--- src/rtl/split_hold_pkg.sv ---
// split_pkg: shared constants and helpers for the split_hold demultiplexer.
//   LANE_G / LANE_S : lane index encoding reported on last_sel.
//   cnt_width(hold) : width of a lane's hold-down counter, never below 1 bit.
package split_pkg;

  localparam logic LANE_G = 1'b0;
  localparam logic LANE_S = 1'b1;

  // Counter must hold HOLD-1. $clog2(1) is 0, so clamp to a single bit.
  function automatic int cnt_width(input int hold);
    return (hold <= 1) ? 1 : $clog2(hold);
  endfunction

endpackage

--- src/rtl/split_hold_if.sv ---
// split_hold_if: producer-side and lane-side signals of split_hold.
//   go_G, go_S : capture events for lane 0 / lane 1.
//   in         : shared data input, sampled only in a go cycle.
//   out0/out1  : per-lane data.
//   valid0/1   : per-lane live flags.
//   last_sel   : lane of the most recent accepted capture.
//   conflict   : sticky simultaneous-go flag.
// master = producer/observer side, slave = split_hold itself.
interface split_hold_if #(
  parameter int WIDTH = 32
);
  logic             go_G;
  logic             go_S;
  logic [WIDTH-1:0] in;
  logic [WIDTH-1:0] out0;
  logic [WIDTH-1:0] out1;
  logic             valid0;
  logic             valid1;
  logic             last_sel;
  logic             conflict;

  modport master (
    output go_G, go_S, in,
    input  out0, out1, valid0, valid1, last_sel, conflict
  );

  modport slave (
    input  go_G, go_S, in,
    output out0, out1, valid0, valid1, last_sel, conflict
  );
endinterface

--- src/rtl/split_hold_lane.sv ---
// split_lane: one output lane of split_hold.
// Captures in on go and keeps valid high for HOLD cycles counting the go
// cycle. The go cycle itself is bypassed combinationally (0-cycle latency).
//   clk   : clock, posedge.
//   reset : synchronous, active-high; clears data and counter.
//   go    : capture event.
//   in    : data to capture.
//   out   : in during a go cycle, otherwise the last captured value.
//   valid : high for HOLD consecutive cycles from the go cycle.
module split_lane
  import split_pkg::*;
#(
  parameter int WIDTH = 32,
  parameter int HOLD  = 1
) (
  input  logic             clk,
  input  logic             reset,
  input  logic             go,
  input  logic [WIDTH-1:0] in,
  output logic [WIDTH-1:0] out,
  output logic             valid
);

  if (HOLD < 1) begin : g_bad_hold
    $error("split_lane: HOLD must be >= 1");
  end

  localparam int CW = cnt_width(HOLD);
  localparam logic [CW-1:0] CNT_LOAD = CW'(HOLD - 1);

  logic [WIDTH-1:0] reg_q, reg_d;
  logic [CW-1:0]    cnt_q, cnt_d;
  logic             go_eff;

  // Reset beats a same-cycle go, including on the bypass path.
  assign go_eff = go & ~reset;

  always_comb begin
    reg_d = reg_q;
    cnt_d = cnt_q;
    if (go_eff) begin
      reg_d = in;
      cnt_d = CNT_LOAD;
    end else if (cnt_q != '0) begin
      cnt_d = cnt_q - 1'b1;
    end
  end

  always_ff @(posedge clk) begin
    if (reset) begin
      reg_q <= '0;
      cnt_q <= '0;
    end else begin
      reg_q <= reg_d;
      cnt_q <= cnt_d;
    end
  end

  // cnt_q counts the remaining cycles after the go cycle, so the go cycle
  // itself is covered by the bypass term.
  assign out   = go_eff ? in : reg_q;
  assign valid = go_eff | (cnt_q != '0);

endmodule

--- src/rtl/split_hold.sv ---
// split_hold: steers one data input onto two held output lanes.
// Lane 0 captures on go_G, lane 1 on go_S; G wins a same-cycle collision.
//   clk   : clock, posedge.
//   reset : synchronous, active-high.
//   bus   : split_hold_if slave (go_G, go_S, in, out0/1, valid0/1,
//           last_sel, conflict).
module split_hold
  import split_pkg::*;
#(
  parameter int WIDTH = 32,
  parameter int HOLD  = 1
) (
  input  logic         clk,
  input  logic         reset,
  split_hold_if.slave  bus
);

  logic go0, go1;
  logic last_sel_q, last_sel_d;
  logic conflict_q, conflict_d;

  // G priority: on collision lane 1 sees no go and keeps counting down.
  assign go0 = bus.go_G;
  assign go1 = bus.go_S & ~bus.go_G;

  split_lane #(.WIDTH(WIDTH), .HOLD(HOLD)) u_lane0 (
    .clk   (clk),
    .reset (reset),
    .go    (go0),
    .in    (bus.in),
    .out   (bus.out0),
    .valid (bus.valid0)
  );

  split_lane #(.WIDTH(WIDTH), .HOLD(HOLD)) u_lane1 (
    .clk   (clk),
    .reset (reset),
    .go    (go1),
    .in    (bus.in),
    .out   (bus.out1),
    .valid (bus.valid1)
  );

  always_comb begin
    last_sel_d = last_sel_q;
    conflict_d = conflict_q;
    if (go0) begin
      last_sel_d = LANE_G;
    end else if (go1) begin
      last_sel_d = LANE_S;
    end
    if (bus.go_G & bus.go_S) begin
      conflict_d = 1'b1;
    end
  end

  always_ff @(posedge clk) begin
    if (reset) begin
      last_sel_q <= LANE_G;
      conflict_q <= 1'b0;
    end else begin
      last_sel_q <= last_sel_d;
      conflict_q <= conflict_d;
    end
  end

  assign bus.last_sel = last_sel_q;
  assign bus.conflict = conflict_q;

endmodule

--- src/flat_wrapper.sv ---
// flat-port wrapper written by rule: the top's interface ports become plain ports
module split_hold_flat import split_pkg::*;
#(
  parameter int WIDTH = 32,
  parameter int HOLD  = 1
)
  (clk, reset, bus_go_G, bus_go_S, bus_in, bus_out0, bus_out1, bus_valid0, bus_valid1, bus_last_sel, bus_conflict);
  split_hold_if #(.WIDTH(WIDTH)) bus_i ();
  input  logic clk;
  input  logic reset;
  input wire logic [$bits(bus_i.go_G)-1:0] bus_go_G;
  input wire logic [$bits(bus_i.go_S)-1:0] bus_go_S;
  input wire logic [$bits(bus_i.in)-1:0] bus_in;
  output wire logic [$bits(bus_i.out0)-1:0] bus_out0;
  output wire logic [$bits(bus_i.out1)-1:0] bus_out1;
  output wire logic [$bits(bus_i.valid0)-1:0] bus_valid0;
  output wire logic [$bits(bus_i.valid1)-1:0] bus_valid1;
  output wire logic [$bits(bus_i.last_sel)-1:0] bus_last_sel;
  output wire logic [$bits(bus_i.conflict)-1:0] bus_conflict;
  assign bus_i.go_G = bus_go_G;
  assign bus_i.go_S = bus_go_S;
  assign bus_i.in = bus_in;
  assign bus_out0 = bus_i.out0;
  assign bus_out1 = bus_i.out1;
  assign bus_valid0 = bus_i.valid0;
  assign bus_valid1 = bus_i.valid1;
  assign bus_last_sel = bus_i.last_sel;
  assign bus_conflict = bus_i.conflict;
  split_hold #(.WIDTH(WIDTH), .HOLD(HOLD)) u_core (.clk(clk), .reset(reset), .bus(bus_i));
endmodule
--- config.mk ---
export PLATFORM = sky130hd
export DESIGN_NAME = split_hold_flat
export DESIGN_NICKNAME = d
export VERILOG_FILES = /design/src/rtl/split_hold_pkg.sv /design/src/rtl/split_hold_if.sv /design/src/rtl/split_hold_lane.sv /design/src/rtl/split_hold.sv /design/src/flat_wrapper.sv
export SDC_FILE = /design/constraint.sdc
export NUM_CORES = 1
export LEC_CHECK = 0
export BUFFER_PORTS_ARGS = -buffer_cell sky130_fd_sc_hd__buf_2
export CAP_MARGIN = 20
export CORE_ASPECT_RATIO = 0.75
export CORE_MARGIN = 5
export CORE_UTILIZATION = 50
export CTS_CLUSTER_SIZE = 28
export DETAILED_ROUTE_END_ITERATION = 12
export PLACE_DENSITY = 0.81
export SETUP_SLACK_MARGIN = 0.4
export SYNTH_ARGS = -nofsm -noshare
export SYNTH_HDL_FRONTEND = slang
export SYNTH_SLANG_ARGS = --single-unit
--- constraint.sdc ---
create_clock -name clk -period 1.46 [get_ports clk]
set_input_delay 0.146 -clock clk [delete_from_list [all_inputs] [get_ports clk]]
set_output_delay 0.146 -clock clk [all_outputs]
set_load 0.01 [all_outputs]
==> results.md <==
* Mean post-synth cell area at approximately 9.6 µm²
* Fillers at 392
* Leakage at about 0.0024 µW
* WL/cell at about 18 µm
* Outcome: completed
* DP HPWL at between 5000 and 6000 µm
* Clock Path Buffers at 2
* Largest net degree at the start of global routing at 44
* CTS sink count at between 60 and 70
* Post-route ant nets at 0
* Worst EP required at 1.31 ns
* Placed inst area at 0.00387 mm²
* Initial antenna violation count at 0
* PD cells at a little over 900 mW/mm²
* Type of origin of the critical path: input pin
* Slew Limit Fails at 0
* Total routed wirelength at approximately 9500 µm
* Skew final at 0 ns
* Total power at around 4600 µW
* Area Overhead vs Synth at 56.6%
* Max Fclk at around 0.69 GHz
* Layout cell share with drive strength beyond 1 at 0.481
* Place WS at 0.0471 ns
* First-pass GRT wire length at between 10,000 and 15,000 µm
* CP Data Arrival Time at about 1.3 ns
* #FFs+latches synth at 68
* Register area share after synthesis at 0.430
* Crit path setup slack, layout at between 0.003 and 0.004 ns
* Final Hold Violating Endpoints at 0
* Ys Warns at 0
* Die W at 102 µm
* First-pass iteration count of the detailed router at 4
* Placer Congestion at ~0.77
* VDD IR-drop max at around 650 µV
* Rows at 25
* Final period util at 0.997
* Synth area leader: dfxtp_1
* Full die area at 0.00804 mm²
* Worst hold slack at 0.0602 ns
* Library cells used by synthesis at 18
* RSZ-0062 raised after global routing: yes
* Type of the worst setup path: input pin to output pin
* Crit. End Element: output pin
* Starting density of the core at 0.508
* Core Area at between 0.006 and 0.007 mm²
* Diodes inserted at 0
* Num CTS Buffers at 9
* Final-report setup violation count at 0
* Minimum clock period at around 1.5 ns
* Drt drc at 0
* Clk_lat worst skew at ~0.34 ns
* Crit path max fanout at 5
* Max-Cap Viols at 0
* Mapped cell area at approximately 0.0032 mm²
* Final instance area at 0.00495 mm²
* Initial DRC Count at 77
* Die height at ~80 µm
* Syn Inst Count at between 300 and 400
* Final #Nets at approximately 490
* Clock Pin Slew Worst Setup and Hold Paths at 0.07 ns
* Vias in the first global route at around 2,900
* Post-layout util at 0.796
* Post-synth top area share at 0.430
* Cell at the root of the clock tree: clkbuf_8
* Htree depth at 3
* Via-per-instance ratio at around 5.3
* GR Util All Layers at 0.238
* Number of port buffers at approximately 100
* GRT overflow at 0
* Via count at between 2,000 and 3,000
* Synth top area cells: dfxtp_1, mux2_2, mux2_1, mux2i_1, nand2_1
* Ports at 104
* Worst hold-check path type: input pin to flip-flop
* CTS tree: built
[path summary, 6_finish.rpt]
path | from | end | slack, ns | depth (start not counted)
worst max-delay path | bus_go_G | bus_out1[19] | 0.004 | 8
worst min-delay path | bus_go_S | u_core.bus.conflict$_SDFFE_PP0P_ | 0.06 | 3
worst max register to register | u_core.u_lane1.reg_q[8]$_SDFF_PP0_ | u_core.u_lane1.reg_q[8]$_SDFF_PP0_ | 0.78 | 2
worst min register to register | u_core.u_lane1.reg_q[29]$_SDFF_PP0_ | u_core.u_lane1.reg_q[29]$_SDFF_PP0_ | 0.46 | 2
[stage by stage]
stage / instances / TNS (ns)
6_report: 534 / 0
5_1_grt: 534 / -0.0527
4_1_cts: 531 / 0
3_5_place_dp: 501 / 0
3_3_place_gp: 501 / 0
2_1_floorplan: 331 / 0
[synthesized netlist by cell type, drive strengths merged]
master	instances
nor2	35
nor2b	1
buf	24
a21oi	33
nand2	64
mux2	64
mux2i	32
dfxtp	68
clkbuf	3
nor3	1
nand2b	3
or2	1
conb	1
[power breakdown]
| part | leakage, µW | switching (µW) | internal, µW |
|---|---|---|---|
| clock network | 0.0000939 | 659 | 801 |
| logic | 0.00172 | 479 | 661 |
| registers | 0.000559 | 56.1 | 1950 |
| total | 0.00238 | 1190 | 3420 |
[sequential cells by signal, summed over array words and instances (netlist names)]
name	cells
u_core.bus.conflict	1
u_core.bus.last_sel	1
u_core.u_lane0.cnt_q	1
u_core.u_lane0.reg_q	32
u_core.u_lane1.cnt_q	1
u_core.u_lane1.reg_q	32
[cells in the final DEF (no fill, tap or decap), drive strengths merged]
cell,n
a21oi,33
buf,135
bufinv,1
clkbuf,11
clkinv,2
conb,2
dfxtp,68
mux2,64
mux2i,32
nand2,64
nand2b,3
nor2,35
nor2b,1
nor3,1
or2,1
[per-layer routing]
metal  part of all wire  GRT usage  up-vias  wire length (µm)
met5                  0          0        -                 0
met4              0.017     0.0642        0               157
met3              0.061     0.0702       13               575
met2               0.51      0.409       86              4800
met1               0.42      0.291     1378              3960
li1                   -          -     1345                 -
[cell type report]
class	instances	area (µm²)	share of cell area
Tap cell	81	101	0.0205
Clock inverter	3	40.0	0.00808
Timing Repair Buffer	136	1420	0.287
Sequential cell	68	1360	0.275
Multi-Input combinational cell	236	1890	0.382
Clock buffer	10	138	0.0278
[cells by family (layout without fill, tap and decap cells)]
family | Yosys count | in the layout | synth area share
DFF | 68 | 68 | 0.430
and+or+nand+nor | 105 | 105 | 0.134
AOI/OAI and AO/OA | 33 | 33 | 0.0522
other | 1 | 2 | 0.00119
muxes | 96 | 96 | 0.329
buffers and inverters | 27 | 149 | 0.0534
[critical path, stage by stage]
cell	delay (ns)
buf_8	0.10
nand2b_4	0.16
nor2_8	0.12
buf_12	0.12
buf_12	0.10
buf_16	0.12
mux2_4	0.32
buf_6	0.12
[timing repair]
item	CTS	global route
pin swaps	1	0
setup buffers	12	2
hold buffers	0	0
cloned	5	1
endpoints found under the hold margin	0	0
resized for setup	88	32
setup endpoints to repair	66	98
(Power assumes the default switching activity.)
